### src/rtl/jump_reg_ctrl_if.sv
// jump_reg_ctrl_if: decode-side bundle between the decode stage and the
// register-jump controller. The master drives the decoded instruction and
// operand; the slave (jump_reg_ctrl) returns stall, redirect, link, flush
// and alignment-error signals.
interface jump_reg_ctrl_if #(
  parameter int WIDTH = 32
);
  logic             valid_in;
  logic [1:0]       alu_op;
  logic [5:0]       fn;
  logic             rs_ready;
  logic [WIDTH-1:0] rs_data;
  logic [WIDTH-1:0] pc_plus4;
  logic             jr_control;
  logic             stall_out;
  logic             redirect_valid;
  logic [WIDTH-1:0] redirect_pc;
  logic             link_valid;
  logic [WIDTH-1:0] link_data;
  logic             flush;
  logic             addr_err;

  modport master (
    output valid_in, alu_op, fn, rs_ready, rs_data, pc_plus4,
    input  jr_control, stall_out, redirect_valid, redirect_pc,
           link_valid, link_data, flush, addr_err
  );

  modport slave (
    input  valid_in, alu_op, fn, rs_ready, rs_data, pc_plus4,
    output jr_control, stall_out, redirect_valid, redirect_pc,
           link_valid, link_data, flush, addr_err
  );
endinterface

### src/rtl/jump_reg_ctrl.sv
// jump_reg_ctrl: sequenced JR/JALR handling beside the decode stage.
// Decodes the register jump, stalls decode until rs is available, captures
// the target, issues a one-cycle registered redirect and holds flush for
// FLUSH_STAGES cycles. Misaligned targets abort with a one-cycle addr_err.
// Optional feature macro JUMP_REG_JALR_EN enables JALR decode and the link
// value outputs; when undefined only JR decodes and link outputs are 0.
module jump_reg_ctrl #(
  parameter int WIDTH        = 32,
  parameter int FLUSH_STAGES = 2
) (
  input  logic           clk,
  input  logic           rst_n,
  jump_reg_ctrl_if.slave bus
);

  localparam int CW = $clog2(FLUSH_STAGES) + 1;

  typedef enum logic [1:0] {
    IDLE     = 2'd0,
    WAIT_RS  = 2'd1,
    REDIRECT = 2'd2,
    FLUSH    = 2'd3
  } state_t;

  state_t           state_reg, state_next;
  logic [CW-1:0]    cnt_reg, cnt_next;
  logic [WIDTH-1:0] target_reg;
  logic             addr_err_reg;
  logic             jr_hit;
  logic             jalr_hit;
  logic             hit;
  logic             capture;
  logic             misaligned;
  logic             stall;

  assign jr_hit = (bus.alu_op == 2'b10) && (bus.fn == 6'b001000);

`ifdef JUMP_REG_JALR_EN
  logic [WIDTH-1:0] link_reg;
  logic             jalr_reg;

  assign jalr_hit = (bus.alu_op == 2'b10) && (bus.fn == 6'b001001);

  // Capture the link value and JALR flag alongside the jump target
  always_ff @(posedge clk or negedge rst_n) begin
    if (!rst_n) begin
      link_reg <= '0;
      jalr_reg <= 1'b0;
    end else if (capture) begin
      link_reg <= bus.pc_plus4;
      jalr_reg <= jalr_hit;
    end
  end

  assign bus.link_valid = (state_reg == REDIRECT) && jalr_reg;
  assign bus.link_data  = link_reg;
`else
  logic unused_pc;

  assign jalr_hit       = 1'b0;
  assign unused_pc      = ^bus.pc_plus4;
  assign bus.link_valid = 1'b0;
  assign bus.link_data  = '0;
`endif

  assign hit        = jr_hit || jalr_hit;
  assign misaligned = (bus.rs_data[1:0] != 2'b00);

  // State and flush counter register
  always_ff @(posedge clk or negedge rst_n) begin
    if (!rst_n) begin
      state_reg <= IDLE;
      cnt_reg   <= '0;
    end else begin
      state_reg <= state_next;
      cnt_reg   <= cnt_next;
    end
  end

  // Next-state, capture strobe and state-decoded outputs
  always_comb begin
    state_next         = state_reg;
    cnt_next           = cnt_reg;
    capture            = 1'b0;
    stall              = 1'b0;
    bus.redirect_valid = 1'b0;
    bus.flush          = 1'b0;
    case (state_reg)
      IDLE: begin
        if (bus.valid_in && hit) begin
          if (bus.rs_ready) begin
            capture    = 1'b1;
            state_next = misaligned ? IDLE : REDIRECT;
          end else begin
            stall      = 1'b1;
            state_next = WAIT_RS;
          end
        end
      end
      WAIT_RS: begin
        // Decode inputs are held by the stall, so hit is not re-evaluated
        stall = !bus.rs_ready;
        if (!bus.valid_in) begin
          state_next = IDLE;
        end else if (bus.rs_ready) begin
          capture    = 1'b1;
          state_next = misaligned ? IDLE : REDIRECT;
        end
      end
      REDIRECT: begin
        bus.redirect_valid = 1'b1;
        bus.flush          = 1'b1;
        if (FLUSH_STAGES == 1) begin
          state_next = IDLE;
        end else begin
          cnt_next   = CW'(FLUSH_STAGES - 1);
          state_next = FLUSH;
        end
      end
      FLUSH: begin
        // Younger instructions are being squashed; decode is ignored here
        bus.flush = 1'b1;
        if (cnt_reg <= CW'(1)) begin
          state_next = IDLE;
        end else begin
          cnt_next = cnt_reg - CW'(1);
        end
      end
      default: state_next = IDLE;
    endcase
  end

  // Target capture and one-cycle misaligned-target flag
  always_ff @(posedge clk or negedge rst_n) begin
    if (!rst_n) begin
      target_reg   <= '0;
      addr_err_reg <= 1'b0;
    end else begin
      addr_err_reg <= capture && misaligned;
      if (capture) begin
        target_reg <= bus.rs_data;
      end
    end
  end

  // Combinational outputs are forced low while reset is asserted
  assign bus.jr_control  = rst_n && bus.valid_in && hit;
  assign bus.stall_out   = rst_n && stall;
  assign bus.redirect_pc = target_reg;
  assign bus.addr_err    = addr_err_reg;

endmodule

### src/flat_wrapper.sv
// flat-port wrapper written by rule: the top's interface ports become plain ports
module jump_reg_ctrl_flat 
#(
  parameter int WIDTH        = 32,
  parameter int FLUSH_STAGES = 2
)
  (clk, rst_n, bus_valid_in, bus_alu_op, bus_fn, bus_rs_ready, bus_rs_data, bus_pc_plus4, bus_jr_control, bus_stall_out, bus_redirect_valid, bus_redirect_pc, bus_link_valid, bus_link_data, bus_flush, bus_addr_err);
  jump_reg_ctrl_if #(.WIDTH(WIDTH)) bus_i ();
  input  logic clk;
  input  logic rst_n;
  input wire logic [$bits(bus_i.valid_in)-1:0] bus_valid_in;
  input wire logic [$bits(bus_i.alu_op)-1:0] bus_alu_op;
  input wire logic [$bits(bus_i.fn)-1:0] bus_fn;
  input wire logic [$bits(bus_i.rs_ready)-1:0] bus_rs_ready;
  input wire logic [$bits(bus_i.rs_data)-1:0] bus_rs_data;
  input wire logic [$bits(bus_i.pc_plus4)-1:0] bus_pc_plus4;
  output wire logic [$bits(bus_i.jr_control)-1:0] bus_jr_control;
  output wire logic [$bits(bus_i.stall_out)-1:0] bus_stall_out;
  output wire logic [$bits(bus_i.redirect_valid)-1:0] bus_redirect_valid;
  output wire logic [$bits(bus_i.redirect_pc)-1:0] bus_redirect_pc;
  output wire logic [$bits(bus_i.link_valid)-1:0] bus_link_valid;
  output wire logic [$bits(bus_i.link_data)-1:0] bus_link_data;
  output wire logic [$bits(bus_i.flush)-1:0] bus_flush;
  output wire logic [$bits(bus_i.addr_err)-1:0] bus_addr_err;
  assign bus_i.valid_in = bus_valid_in;
  assign bus_i.alu_op = bus_alu_op;
  assign bus_i.fn = bus_fn;
  assign bus_i.rs_ready = bus_rs_ready;
  assign bus_i.rs_data = bus_rs_data;
  assign bus_i.pc_plus4 = bus_pc_plus4;
  assign bus_jr_control = bus_i.jr_control;
  assign bus_stall_out = bus_i.stall_out;
  assign bus_redirect_valid = bus_i.redirect_valid;
  assign bus_redirect_pc = bus_i.redirect_pc;
  assign bus_link_valid = bus_i.link_valid;
  assign bus_link_data = bus_i.link_data;
  assign bus_flush = bus_i.flush;
  assign bus_addr_err = bus_i.addr_err;
  jump_reg_ctrl #(.WIDTH(WIDTH), .FLUSH_STAGES(FLUSH_STAGES)) u_core (.clk(clk), .rst_n(rst_n), .bus(bus_i));
endmodule
### config.mk
export PLATFORM = sky130hd
export DESIGN_NAME = jump_reg_ctrl_flat
export DESIGN_NICKNAME = d
export VERILOG_FILES = /design/src/rtl/jump_reg_ctrl_if.sv /design/src/rtl/jump_reg_ctrl.sv /design/src/flat_wrapper.sv
export SDC_FILE = /design/constraint.sdc
export NUM_CORES = 1
export LEC_CHECK = 0
export ABC_AREA = 1
export CORE_MARGIN = 8
export CORE_UTILIZATION = 36
export DETAILED_ROUTE_END_ITERATION = 10
export GPL_TIMING_DRIVEN = 0
export PLACE_DENSITY = 0.93
export SYNTH_ARGS = -nofsm -noshare
export SYNTH_HDL_FRONTEND = slang
export SYNTH_SLANG_ARGS = --single-unit
### constraint.sdc
create_clock -name clk -period 3.6 [get_ports clk]
set_clock_uncertainty 0.2 [all_clocks]
set_input_delay 0.72 -clock clk [delete_from_list [all_inputs] [get_ports clk]]
set_output_delay 0.72 -clock clk [all_outputs]
set_load 0.01 [all_outputs]
# Word level (Yosys, flattened, before mapping)
# Index checks and enable logic that the tools add are counted.
[op_classes] n_addsub=1 magnitude_cmp=1 n_eq_ne=9 mux=18 n_reduce_logical=13
[ops] operator="$mux W2" count=7
[ops] operator="$pmux W2 S4" count=1
[ops] operator="$mux W1" count=7
[ops] operator="$eq A2 B2 Y1 const B" count=3
[ops] operator="$eq A6 B4 Y1 const B" count=1
[ops] operator="$logic_and A1 B1 Y1" count=6
[ops] operator="$ne A2 B1 Y1 const B" count=2
[ops] operator="$pmux W1 S2" count=2
[ops] operator="$pmux W2 S2" count=1
[ops] operator="$reduce_bool A2 Y1" count=2
[ops] operator="$ne A3 B3 Y1 const B" count=1
[ops] operator="$reduce_and A3 Y1" count=1
[ops] operator="$eq A2 B1 Y1 const B" count=1
[ops] operator="$le A2 B1 Y1 const B" count=1
[ops] operator="$logic_not A2 Y1" count=1
[ops] operator="$ne A2 B2 Y1 const B" count=1
[ops] operator="$reduce_and A2 Y1" count=1
[ops] operator="$reduce_or A2 Y1" count=1
[ops] operator="$sub A2 B1 Y2 const B" count=1
[ops] operator="$logic_not A1 Y1" count=1
[word_totals] register_bits=37 in_bits=76 output_inout_bits=70 elab_cells=46

# Longest topological paths before layout
# Gate-level depths: netlist of the first run.
[depth] word_depth=6 depth_mapped=9

# Worst setup path after synthesis of the first run
# OpenSTA, ideal clock, no wires.
[synth_path] path_type="input-to-output" from="in bus_fn[1]" to="out bus_stall_out" arrival_ns=1.231 required_time_ns=2.680 path_slack_ns=1.449 stages=5 cell_sequence="inv_1 -> nand2_1 -> nor2_1 -> nand3_2 -> a21oi_1"
[synth_between] elab_chain_len=6
[synth_lines] element="start: declaration" line_no="flat_wrapper.sv:13" source="input wire logic [$bits(bus_i.fn)-1:0] bus_fn;"
[synth_lines] element="$eq A6 B4 Y1" line_no="jump_reg_ctrl.sv:36" source="assign jr_hit = (bus.alu_op == 2'b10) && (bus.fn == 6'b001000);"
[synth_lines] element="$logic_and A1 B1 Y1" line_no="jump_reg_ctrl.sv:36"
[synth_lines] element="$logic_and A1 B1 Y1" line_no="jump_reg_ctrl.sv:90" source="if (bus.valid_in && hit) begin"
[synth_lines] element="$mux W1" line_no="jump_reg_ctrl.sv:90"
[synth_lines] element="$pmux W1 S2" line_no="jump_reg_ctrl.sv:88" source="case (state_reg)"
[synth_lines] element="$logic_and A1 B1 Y1" line_no="jump_reg_ctrl.sv:148" source="assign bus.stall_out = rst_n && stall;"
[synth_lines] element="end: declaration" line_no="flat_wrapper.sv:18" source="output wire logic [$bits(bus_i.stall_out)-1:0] bus_stall_out;"
# No other way between the ends.

# Final worst setup path of the first run
[layout_path] from="in bus_valid_in" to="out bus_stall_out"
[layout_between] elab_chain_len=4
[layout_lines] element="start: declaration" line_no="flat_wrapper.sv:11" source="input wire logic [$bits(bus_i.valid_in)-1:0] bus_valid_in;"
[layout_lines] element="$logic_and A1 B1 Y1" line_no="jump_reg_ctrl.sv:90"
[layout_lines] element="$mux W1" line_no="jump_reg_ctrl.sv:90"
[layout_lines] element="$pmux W1 S2" line_no="jump_reg_ctrl.sv:88"
[layout_lines] element="$logic_and A1 B1 Y1" line_no="jump_reg_ctrl.sv:148"
# No other way between the ends.

==> results of run 1 <==
-- logic make-up after synthesis --
family                   Yosys count  share of synthesized area (%)
flip-flops                        37                          48.72
AO/OA/AOI/OAI                      2                         0.5925
other                              1                         0.1973
adder cells (fa/ha/maj)            1                         0.6582
buffers and inverters             56                          19.62
multiplexers                       1                         0.5925
AND/OR/NAND/NOR                  128                          29.63
-- power by group through the flow --
stage / clock (mW) / combinational, mW / sequential [mW]
floorplan: 0 / 0.0788 / 0.485
global placement: 0 / 0.219 / 0.469
detailed placement: 0 / 0.223 / 0.471
CTS: 0.285 / 0.224 / 0.463
global route: 0.300 / 0.244 / 0.467
finish: 0.275 / 0.223 / 0.463
-- synthesized netlist by cell type --
master / number
conb_1: 1
buf_4: 36
nor2_2: 2
nand2_4: 1
clkbuf_1: 1
inv_1: 11
clkbuf_2: 1
dfrtp_1: 37
a21oi_1: 1
mux2_2: 1
inv_2: 1
ha_1: 1
nand3_1: 41
nand2_2: 1
buf_6: 3
nor2_4: 1
and2_1: 1
buf_2: 3
nand3_2: 1
nor2_1: 8
o22ai_1: 1
nand2_1: 72
-- routing by layer --
layer / track usage, % / up-vias
li1: - / 877
met1: 15.22 / 797
met2: 23.72 / 69
met3: 4.457 / 2
met4: 2.304 / 0
met5: 0 / -
-- worst reg2reg max path, stage by stage, from the launching register on --
cell	delay, ps
dfrtp_1	370
clkbuf_2	160
inv_1	90
nand3_1	80
nand2_2	160
nand2_4	100
buf_6	150
nand2_1	60
nand2_1	60
-- placed cells by master, fill, tap and decap left out, types with 2 or more instances in the layout --
cell type,netlist,layout
buf_2,3,4
buf_4,36,36
buf_6,3,3
clkbuf_1,1,2
clkbuf_8,0,5
clkdlybuf4s50_1,0,79
clkinv_2,0,2
conb_1,1,33
dfrtp_1,37,37
inv_1,11,11
nand2_1,72,72
nand3_1,41,41
nor2_1,8,8
nor2_2,2,2
-- final cells by class --
cell class | instances | share of cell area, %
Sequential cell | 37 | 31.00
Timing Repair Buffer | 80 | 26.64
Multi-Input combinational cell | 165 | 24.17
Buffer | 44 | 10.98
Tap cell | 70 | 2.933
Clock buffer | 6 | 2.430
Inverter | 12 | 1.508
Clock inverter | 2 | 0.3351
-- worst max-delay path by stage --
stage | endpoint | slack [ps]
2_1_floorplan | bus_stall_out | 1450
3_3_place_gp | bus_stall_out | -680
3_5_place_dp | bus_stall_out | 390
4_1_cts | bus_stall_out | 380
5_1_grt | bus_stall_out | 180
6_report | bus_stall_out | 430
==> flow_metrics.tcl, run 1 <==
set metrics [dict create \
    outcome "finished clean" \
    core_area_um2 5107 \
    power_frac_comb_pct 23.2 \
    crit_start "bus_valid_in" \
    n_antenna_cell 0 \
    finalSetupViolCount 0 \
    clock_latency_ps 280 \
    drv_slew 0 \
    ir_worst_vdd_mv 0.1447 \
    critPathArrivalTime_ps 2250 \
    timing.rr.end "u_core.bus.redirect_pc[17]" \
    m1WireLength_um 2242 \
    drtAntennaViolNets 0 \
    cts_inserted_buffers 5 \
    cts-resized-gates 0 \
    avgRoutedWirePerCell_um 12.92 \
    wl_met3_um 428 \
    grt_max_degree 40 \
    firstDrtPassIters 4 \
    drive_gt1_share_pct 17.05 \
    crit_required_ps 2680 \
    nFillCells 462 \
    max_slew_margin_pct 42.50 \
    seq_area_frac_synth_pct 48.72 \
    pre_cts_ws_ps 389.3 \
    placed_area_um2 2904 \
    end_kind "output port" \
    finalHoldViolations 0 \
    synth_seq_cells 37 \
    period_needed_ps 3174 \
    start_util_pct 37.21 \
    cts.sinks 37 \
    vias_per_cell 4.195 \
    cp_max_fo 4 \
    hp-start "u_core.bus.redirect_pc[28]" \
    rsz0062_at_grt "no" \
    dieArea_um2 7861 \
    antenna_found_initial 0 \
    largest_register_ffs 32 \
    syn-instance-count 226 \
    worst_pin_slew_ps 862.5 \
    worstReg2RegStart "u_core.state_reg[1]" \
    maxClockFrequency_ghz 0.3151 \
    rows 26 \
    post_cts_buffers 0 \
    root_buffer "clkbuf_8" \
    worst-setup-path-type "primary input to output port" \
    timing.critical_path.mode_cell "clkdlybuf4s50_1" \
    layout.cells.non_filler 416 \
    hold_depth 2 \
    power.leakage_nw 1.621 \
    grt_overflow_total 0 \
    vias 1745 \
    synth_cell_type_count 22 \
    syn_to_final_growth_pct 57.14 \
    layout_worst_path_cycle_share_pct 88.17 \
    r2r_cells 8 \
    htree_levels 2 \
    route.met2.wl_um 2689 \
    gp_congestion 0.8144 \
    post-route-drc-count 0 \
    switching_share_pct 26.08 \
    dp.cells 408 \
    hp-class "register to register" \
    crit_slowest_cell "clkdlybuf4s50_1" \
    worst_path_largest_cell_delay_ps 560 \
    seqPwrFrac_pct 48.2 \
    cap_violations 0 \
    highest_layer "met4" \
    path_buf_inv 3 \
    hpwl_um 4328 \
    synth_warnings 0 \
    p_total_mw 0.9610 \
    syn-mean-instance-area_um2 8.410 \
    port_buffers 80 \
    p_sw_mw 0.2506 \
    clkPwrFrac_pct 28.6 \
    cp.depth 6 \
    cp_top_family "buffers and inverters" \
    die_w_um 88.66 \
    cts_tree "yes" \
    io_pins 146 \
    seq_area_um2 925.9 \
    netlist.area_leader.share_pct 48.72 \
    whs_ps 275.4 \
    clk_pin_slew_ps 70 \
    utilization_pct 58.48 \
    multiInputGateArea_um2 721.9 \
    hold_end "u_core.bus.redirect_pc[28]" \
    grt_usage_pct 13.36 \
    yosys.area.top_type "dfrtp_1" \
    drtIter0Drc 25 \
    setup_ws_ps 426.0 \
    grt_pass1_wl_um 8245 \
    fin_area_um2 2987 \
    syn-cell-area_um2 1901 \
    grt_pass1_vias 1754 \
    final.setup.tns_ps 0 \
    p_per_area_nw_per_um2 321.8 \
    rrSetupSlack_ps 2060 \
    wirelength_um 5376 \
    start_kind "primary input" \
    clock_path_buffers 2 \
    path_cells "clkdlybuf4s50_1 > inv_2 > nor2_2 > nand3_2 > a21oi_1 > clkdlybuf4s50_1" \
    synth_area_leaders "dfrtp_1 (49%), buf_4 (14%), nand2_1 (14%)" \
    p_int_mw 0.7103 \
    die_h_um 88.66 \
    cts_hold_buf 0 \
    final_nets 422 \
]
Power figures use the tool's default switching activity.
==> inputs of run 2 (changes only) <==
Settings changed: CTS_CLUSTER_SIZE set to 16, PLACE_DENSITY 0.93 to 0.92.
==> flow_metrics.tcl, run 2 (synthesis results as in run 1) <==
set metrics [dict create \
    dp.cells 408 \
    p_per_area_nw_per_um2 320.9 \
    ir_worst_vdd_mv 0.1305 \
    htree_levels 2 \
    outcome "finished clean" \
    end_kind "output port" \
    p_int_mw 0.7103 \
    hp-class "register to register" \
    hpwl_um 4191 \
    critPathArrivalTime_ps 2240 \
    final_common_cell "clkdlybuf4s50_1" \
    clkPwrFrac_pct 28.4 \
    seqPwrFrac_pct 48.4 \
    finalHoldViolations 0 \
    cp_top_family "buffers and inverters" \
    antenna_found_initial 0 \
    cap_violations 0 \
    worst_pin_slew_ps 847.2 \
    drtIter0Drc 63 \
    vias_per_cell 4.183 \
    port_buffers 80 \
    power.leakage_nw 1.621 \
    layout.cells.non_filler 416 \
    worst-setup-path-type "primary input to output port" \
    grt_max_degree 40 \
    die_w_um 88.66 \
    gp_congestion 0.7414 \
    cts.sinks 37 \
    drv_slew 0 \
    final_cell_mix "clkdlybuf4s50_1 (79), nand2_1 (72), nand3_1 (41)" \
    dieArea_um2 7861 \
    rows 26 \
    post-route-drc-count 0 \
    pre_cts_ws_ps 409.7 \
    firstDrtPassIters 4 \
    setup_ws_ps 444.8 \
    cts_hold_buf 0 \
    grt_usage_pct 12.97 \
    crit_required_ps 2680 \
    post_cts_buffers 0 \
    path_cells "buf_2 > nand3_1 > a21oi_1 > clkdlybuf4s50_1" \
    drtAntennaViolNets 0 \
    wirelength_um 5165 \
    maxClockFrequency_ghz 0.3169 \
    grt_pass1_wl_um 7824 \
    clock_path_buffers 2 \
    io_pins 146 \
    grt_pass1_vias 1679 \
    power_frac_comb_pct 23.2 \
    n_antenna_cell 0 \
    worst_path_largest_cell_delay_ps 640 \
    cts_tree "yes" \
    max_slew_margin_pct 43.52 \
    utilization_pct 58.48 \
    cp_max_fo 39 \
    period_needed_ps 3155 \
    start_kind "primary input" \
    layout_worst_path_cycle_share_pct 87.64 \
    largest_register_ffs 32 \
    switching_share_pct 25.88 \
    syn_to_final_growth_pct 57.14 \
    core_area_um2 5107 \
    vias 1740 \
    path_buf_inv 2 \
    cts_inserted_buffers 5 \
    grt_overflow_total 0 \
    clk_pin_slew_ps 70 \
    start_util_pct 37.21 \
    clock_latency_ps 280 \
    root_buffer "clkbuf_8" \
    die_h_um 88.66 \
    drive_gt1_share_pct 17.05 \
    final_nets 422 \
    finalSetupViolCount 0 \
    crit_slowest_cell "buf_2" \
    p_sw_mw 0.2480 \
    avgRoutedWirePerCell_um 12.42 \
    rsz0062_at_grt "no" \
    cts-resized-gates 0 \
]
==> run 2: cell counts in the layout (fill, tap and decap cells not counted) <==
Identical to the previous run, type by type.
==> run 2: worst register-to-register path: stages (launching register included) <==
cell and delay (ps):
dfrtp_1 360, clkbuf_2 170, inv_1 90, nand3_1 80
nand2_2 160, nand2_4 100, buf_6 150, nand2_1 60
nand2_1 50
==> run 2: final timing paths <==
check	cells past startpoint	end	slack, ps	start
setup / recovery	4	bus_stall_out	440	rst_n
hold / removal	2	u_core.bus.redirect_pc[7]	270	u_core.bus.redirect_pc[7]
setup reg to reg	8	u_core.bus.redirect_pc[12]	2060	u_core.state_reg[1]
hold reg to reg	2	u_core.bus.redirect_pc[7]	270	u_core.bus.redirect_pc[7]
max in group asynchronous	1	u_core.bus.redirect_pc[3]	2330	rst_n
min in group asynchronous	1	u_core.bus.redirect_pc[31]	340	rst_n
==> run 2: final cells by class <==
class / count / area (µm²)
flip-flops and latches: 37 / 925.9
inverters: 12 / 45.04
clock buffers: 6 / 72.57
fillers: 470 / 2121
multi-input cells: 165 / 721.9
well taps: 70 / 87.58
clock inverters: 2 / 10.01
repair buffers: 80 / 795.8
plain buffers: 44 / 327.8
==> run 2: metrics by stage <==
step | instance area (µm²) | power [mW] | TNS (ps) | hold slack [ps]
finish | 2987 | 0.9583 | 0 | 270.5
global route | 2987 | 1.014 | 0 | 296.6
CTS | 2987 | 0.9666 | 0 | 274.3
detailed placement | 2904 | 0.6949 | 0 | 257.2
global placement | 2909 | 0.6885 | -1190 | 252.3
floorplan | 2021 | 0.5633 | 0 | 224.4
==> run 2: power groups by stage <==
stage                     sequential (mW)  clock [mW]  combinational [mW]
after global placement              0.469           0               0.219
after CTS                           0.464       0.279               0.224
final                               0.464       0.272               0.223
after global routing                0.467       0.303               0.244
after floorplan                     0.485           0              0.0788
after detailed placement            0.472           0               0.223
==> run 2: per-layer routing <==
metal  track usage, %  up-vias  share of wire (%)  wire length, µm
li1                 -      878                  -                -
met1            13.81      782                 39             2012
met2            23.32       76                 52             2672
met3            5.200        4                8.9              459
met4            2.765        0               0.39               20
met5                0        -                  0                0
==> patch 1 (config.mk and constraints of run 1) <==
`FLUSH_STAGES` is set to 2 in 2 places; all go to 1.
--- a/src/rtl/jump_reg_ctrl.sv
+++ b/src/rtl/jump_reg_ctrl.sv
@@ -6,7 +6,7 @@
 // value outputs; when undefined only JR decodes and link outputs are 0.
 module jump_reg_ctrl #(
   parameter int WIDTH        = 32,
-  parameter int FLUSH_STAGES = 2
+  parameter int FLUSH_STAGES = 1
 ) (
   input  logic           clk,
   input  logic           rst_n,
--- a/src/flat_wrapper.sv
+++ b/src/flat_wrapper.sv
@@ -2,7 +2,7 @@
 module jump_reg_ctrl_flat 
 #(
   parameter int WIDTH        = 32,
-  parameter int FLUSH_STAGES = 2
+  parameter int FLUSH_STAGES = 1
 )
   (clk, rst_n, bus_valid_in, bus_alu_op, bus_fn, bus_rs_ready, bus_rs_data, bus_pc_plus4, bus_jr_control, bus_stall_out, bus_redirect_valid, bus_redirect_pc, bus_link_valid, bus_link_data, bus_flush, bus_addr_err);
   jump_reg_ctrl_if #(.WIDTH(WIDTH)) bus_i ();
Behaviour: not the same (Yosys sat finds a counterexample within 4 cycles, from zero or initial values and one cycle with rst_n low).
==> patch 1 against run 1 <==
  * Worst setup slack worse by 0.021 ns
  * Routed wire length down 6.1%
  * Fmax down 0.64%
  * Critical path depth unchanged
  * Sequential power down 11%
  * Synthesized area down 7.4%
  * Power down 13%
  * Final area down 4.9%
  * Cell count down 5.5%
  * Sequential cell count down 2
  * Non-clock buffer count down 1
  * Global-route usage up 0.18 points
  * First-iteration DRC count rose to 2.9 times the old value
==> patch 1: results (changes against run 1) <==
[outcome]
status = completed  ; unchanged

[yosys]
synthAdderAreaFrac_pct = 0  ; was 0.658%
synth_compound_area_share_pct = 0.924  ; was 0.592%
synth_cell_types = 16  ; was 22
synth_seq_area_share_pct = 49.8  ; was 48.7%
syn_avg_cell_area_um2 = 8.55  ; was 8.41 um2
synthTopCellsByArea = dfrtp_1, buf_4, nand2_1  ; unchanged
synth_xor_area_share_pct = 0  ; unchanged
synthTopCellsByCount = nand2_1, buf_4, nand3_1  ; was nand2_1, nand3_1, dfrtp_1
synth_mux_area_share_pct = 0  ; was 0.592%

[route]
drt-vias-per-instance = 4.15  ; was 4.19
first_iter_violations = 72  ; was 25
vias = 1630  ; was 1,745
route.detailed.wl_per_inst_um = 12.8  ; was 12.9 um

[global_routing]
antenna_found_initial = 0  ; unchanged
grt_usage_pct = 13.5  ; was 13.4%
grt_pass1_wl_um = 8040  ; was 8250 um
grt_pass1_vias = 1744  ; was 1,754
grt_max_degree = 38  ; was 40

[cts]
cts.repair.resized = 0  ; unchanged
clockBufferDepth = 2  ; unchanged
post-cts-setup-buffer-count = 0  ; unchanged
htreeDepth = 2  ; unchanged
cts-buffers-inserted = 5  ; unchanged
path_clk_slew_ns = 0.06

[hold_path]
hold_class = reg -> reg  ; unchanged

[place]
portBuffers = 80  ; unchanged
dpl.hpwl_um = 4050  ; was 4330 um
dpl_worst_slack_ns = 0.401  ; was 0.389 ns
dp_cells = 385  ; was 408
globalplace.congestion = 0.732  ; was 0.814
placed_cell_area_um2 = 2760  ; was 2900 um2

[finish]
nets = 401  ; was 422
drive_above_1_share_pct = 17.2  ; was 17.1%
num_antenna_cells = 0  ; unchanged

[setup_path]
crit_fanout = 5  ; was 4
crit_arrival_ns = 2.27  ; was 2.25 ns
critPathSlowestCell = clkdlybuf4s50_1  ; unchanged

[power_and_ir_drop]
power_leakage_uw = 0.00151  ; was 0.00162 uW
vdd_ir_drop_max_uv = 172  ; was 145 uV

[sta]
post-route-min-period_ns = 3.19  ; was 3.17 ns
max-slew-margin-rel_pct = 46.3  ; was 42.5%

==> patch 1: kinds of logic (layout without fill, tap and decap cells) <==
group,count (synthesis),after routing
other,1,33
AOI/OAI and AO/OA,3,3
and+or+nand+nor,115,115
DFF,35,35
buffers and inverters,52,140
==> patch 1: layout make-up <==
type	count	area (um2)
buffer	43	323
clock buffer	7	76.3
clock inverter	1	5.00
fill	428	1880
inverter	9	33.8
multi-input combinational	151	648
sequential	35	876
tap	67	83.8
timing repair buffer	80	796
==> patch 1: path summary, 6_finish.rpt <==
path	from	end	cells past startpoint
max in group asynchronous	rst_n	u_core.bus.redirect_pc[16]	1
worst min register to register	u_core.bus.redirect_pc[19]	u_core.bus.redirect_pc[19]	2
min in group asynchronous	rst_n	u_core.bus.redirect_pc[27]	1
worst min-delay path	u_core.bus.redirect_pc[19]	u_core.bus.redirect_pc[19]	2
worst max register to register	u_core.state_reg[1]	u_core.bus.redirect_pc[11]	7
worst max-delay path	bus_valid_in	bus_stall_out	6
==> patch 1: per-layer routing <==
metal | global-route usage (%) | vias up | routed length [um]
met5 | 0 | - | 0
met4 | 7.48 | 0 | 125
met3 | 4.01 | 9 | 474
met2 | 23.7 | 76 | 2490
met1 | 14.1 | 729 | 1960
li1 | - | 816 | -
==> patch 1: where the power goes <==
| group | internal [uW] | switching (uW) |
|---|---|---|
| registers | 406 | 6.94 |
| logic | 93.5 | 65.9 |
| clock network | 136 | 129 |
| total | 636 | 202 |
==> patch 1: per-stage QoR <==
step | utilization, % | hold slack, ns | TNS [ns] | total power, uW
after global routing | 60.2 | 0.293 | 0 | 883
final | 60.2 | 0.272 | 0 | 838
after global placement | 58.5 | 0.253 | -1.02 | 576
after floorplan | - | 0.224 | 0 | 489
after CTS | 60.2 | 0.274 | 0 | 845
after detailed placement | 58.4 | 0.257 | 0 | 579
==> patch 1: worst min-delay path: stages, from the launching register on <==
cell,delay [ns]
dfrtp_1,0.34
nand2_1,0.06
nand2_1,0.05
==> patch 2 (settings of run 1) <==
Without the edit above. Encoding of `state_t`: now one-hot (4 bits for 4 states).
--- a/src/rtl/jump_reg_ctrl.sv
+++ b/src/rtl/jump_reg_ctrl.sv
@@ -15,11 +15,11 @@
 
   localparam int CW = $clog2(FLUSH_STAGES) + 1;
 
-  typedef enum logic [1:0] {
-    IDLE     = 2'd0,
-    WAIT_RS  = 2'd1,
-    REDIRECT = 2'd2,
-    FLUSH    = 2'd3
+  typedef enum logic [3:0] {
+    IDLE     = 4'b0001,
+    WAIT_RS  = 4'b0010,
+    REDIRECT = 4'b0100,
+    FLUSH    = 4'b1000
   } state_t;
 
   state_t           state_reg, state_next;
Check against the original RTL: same outputs for any inputs over 10 cycles, from zero or initial values and one cycle with rst_n low; not proved beyond that.
==> patch 2 against run 1 <==
  * Final area rose by 6.4%
  * Worst setup slack got worse by 0.077 ns
  * Routed wire length increased by 1.4%
  * Largest cell class unchanged
  * Highest routed layer unchanged
  * Register-to-register slack worse by 0.26 ns
  * Power grew 7.1%
  * Synthesized area grew 8.1%
  * Critical endpoint unchanged
  * Sequential cell count rose by 2
  * Worst hold slack worse by 0.0035 ns
==> patch 2: results (changes against run 1) <==
[place]
dpl_worst_slack_ns = 0.351  ; was 0.389 ns
dpl.hpwl_um = 4420  ; was 4330 um
dp_cells = 432  ; was 408
globalplace.congestion = 0.804  ; was 0.814
placed_cell_area_um2 = 3060  ; was 2900 um2

[power_and_ir_drop]
power_leakage_uw = 0.00170  ; was 0.00162 uW
powerComb_uw = 187  ; was 223 uW
p_int_uw = 791  ; was 710 uW
vdd_ir_drop_max_uv = 214  ; was 145 uV
p_seq_uw = 468  ; was 463 uW

[global_routing]
grt_usage_pct = 12.9  ; was 13.4%
grt_max_degree = 41  ; was 40
met2_usage_pct = 22.9  ; was 23.7%
antenna_found_initial = 0  ; unchanged
grt_util_met3_pct = 5.84  ; was 4.46%
grt_pass1_wl_um = 8990  ; was 8250 um
met1_usage_pct = 13.5  ; was 15.2%

[finish]
num_antenna_cells = 0  ; unchanged
area_growth_pct = 54.7  ; was 57.1%
largest_register_ffs = 32  ; unchanged
stdcell_count = 440  ; was 416
n_fill_cell = 490  ; was 462
drive_above_1_share_pct = 17.7  ; was 17.1%

[route]
wl_met1_um = 2160  ; was 2240 um
dr.pass1.iters = 4  ; unchanged
route.detailed.wl_per_inst_um = 12.4  ; was 12.9 um
routed-wl-met3_um = 474  ; was 428 um
first_iter_violations = 46  ; was 25
wl_met2_um = 2770  ; was 2690 um
vias = 1899  ; was 1,745

[setup_path]
crit_fanout = 3  ; was 4
crit_arrival_ns = 2.33  ; was 2.25 ns
critPathSlowestCell = clkdlybuf4s50_1  ; unchanged

[sta]
max-slew-margin-rel_pct = 40.8  ; was 42.5%

[cts]
cts-buffers-inserted = 5  ; unchanged
clk_latency_ns = 0.29
cts.repair.resized = 0  ; unchanged
clockBufferDepth = 2  ; unchanged
htreeDepth = 2  ; unchanged

[outcome]
status = completed  ; unchanged

[yosys]
synthTopCellsByArea = dfrtp_1, nand2_1, buf_4  ; was dfrtp_1, buf_4, nand2_1
synth_cell_types = 21  ; was 22
synthTopCellsByCount = nand2_1, dfrtp_1, nand3_1  ; was nand2_1, nand3_1, dfrtp_1
synth_seq_area_share_pct = 47.6  ; was 48.7%
syn_avg_cell_area_um2 = 8.28  ; was 8.41 um2

==> patch 2: path summary, 6_finish.rpt <==
path	cells past startpoint	startpoint	end	slack, ns
setup reg to reg	8	u_core.state_reg[0]	u_core.bus.redirect_pc[2]	1.80
min in group asynchronous	1	rst_n	u_core.bus.redirect_pc[10]	0.36
hold reg to reg	2	u_core.bus.redirect_pc[25]	u_core.bus.redirect_pc[25]	0.27
setup / recovery	7	bus_fn[1]	bus_stall_out	0.35
max in group asynchronous	1	rst_n	u_core.bus.redirect_pc[18]	2.30
hold / removal	2	u_core.bus.redirect_pc[25]	u_core.bus.redirect_pc[25]	0.27
==> patch 2: per-stage QoR <==
stage | hold slack [ns] | power [uW]
global placement | 0.253 | 660
floorplan | 0.224 | 558
finish | 0.272 | 1030
global route | 0.302 | 1080
CTS | 0.280 | 1040
detailed placement | 0.261 | 663
==> patch 2: area by class of cell <==
type / count / share of cell area, %
clock buffers: 6 / 2.60
flip-flops and latches: 39 / 30.7
multi-input cells: 187 / 25.9
well taps: 72 / 2.83
inverters: 12 / 1.42
clock inverters: 2 / 1.10
plain buffers: 42 / 10.4
repair buffers: 80 / 25.0
==> patch 2: worst max-delay path: cells and delay by family <==
| family | cells | cell delay, ns |
|---|---|---|
| AND/OR/NAND/NOR | 3 | 0.46 |
| AO/OA/AOI/OAI | 1 | 0.15 |
| buffers and inverters | 3 | 0.99 |
==> patch 2: kinds of logic after synthesis <==
| logic type | after synthesis | synth area share, % |
|---|---|---|
| flops | 39 | 47.6 |
| fa+ha+maj | 1 | 0.609 |
| buf+inv | 54 | 18.3 |
| compound gates | 5 | 1.83 |
| mux | 1 | 0.548 |
| simple gates | 147 | 31.0 |
| other cells | 1 | 0.183 |
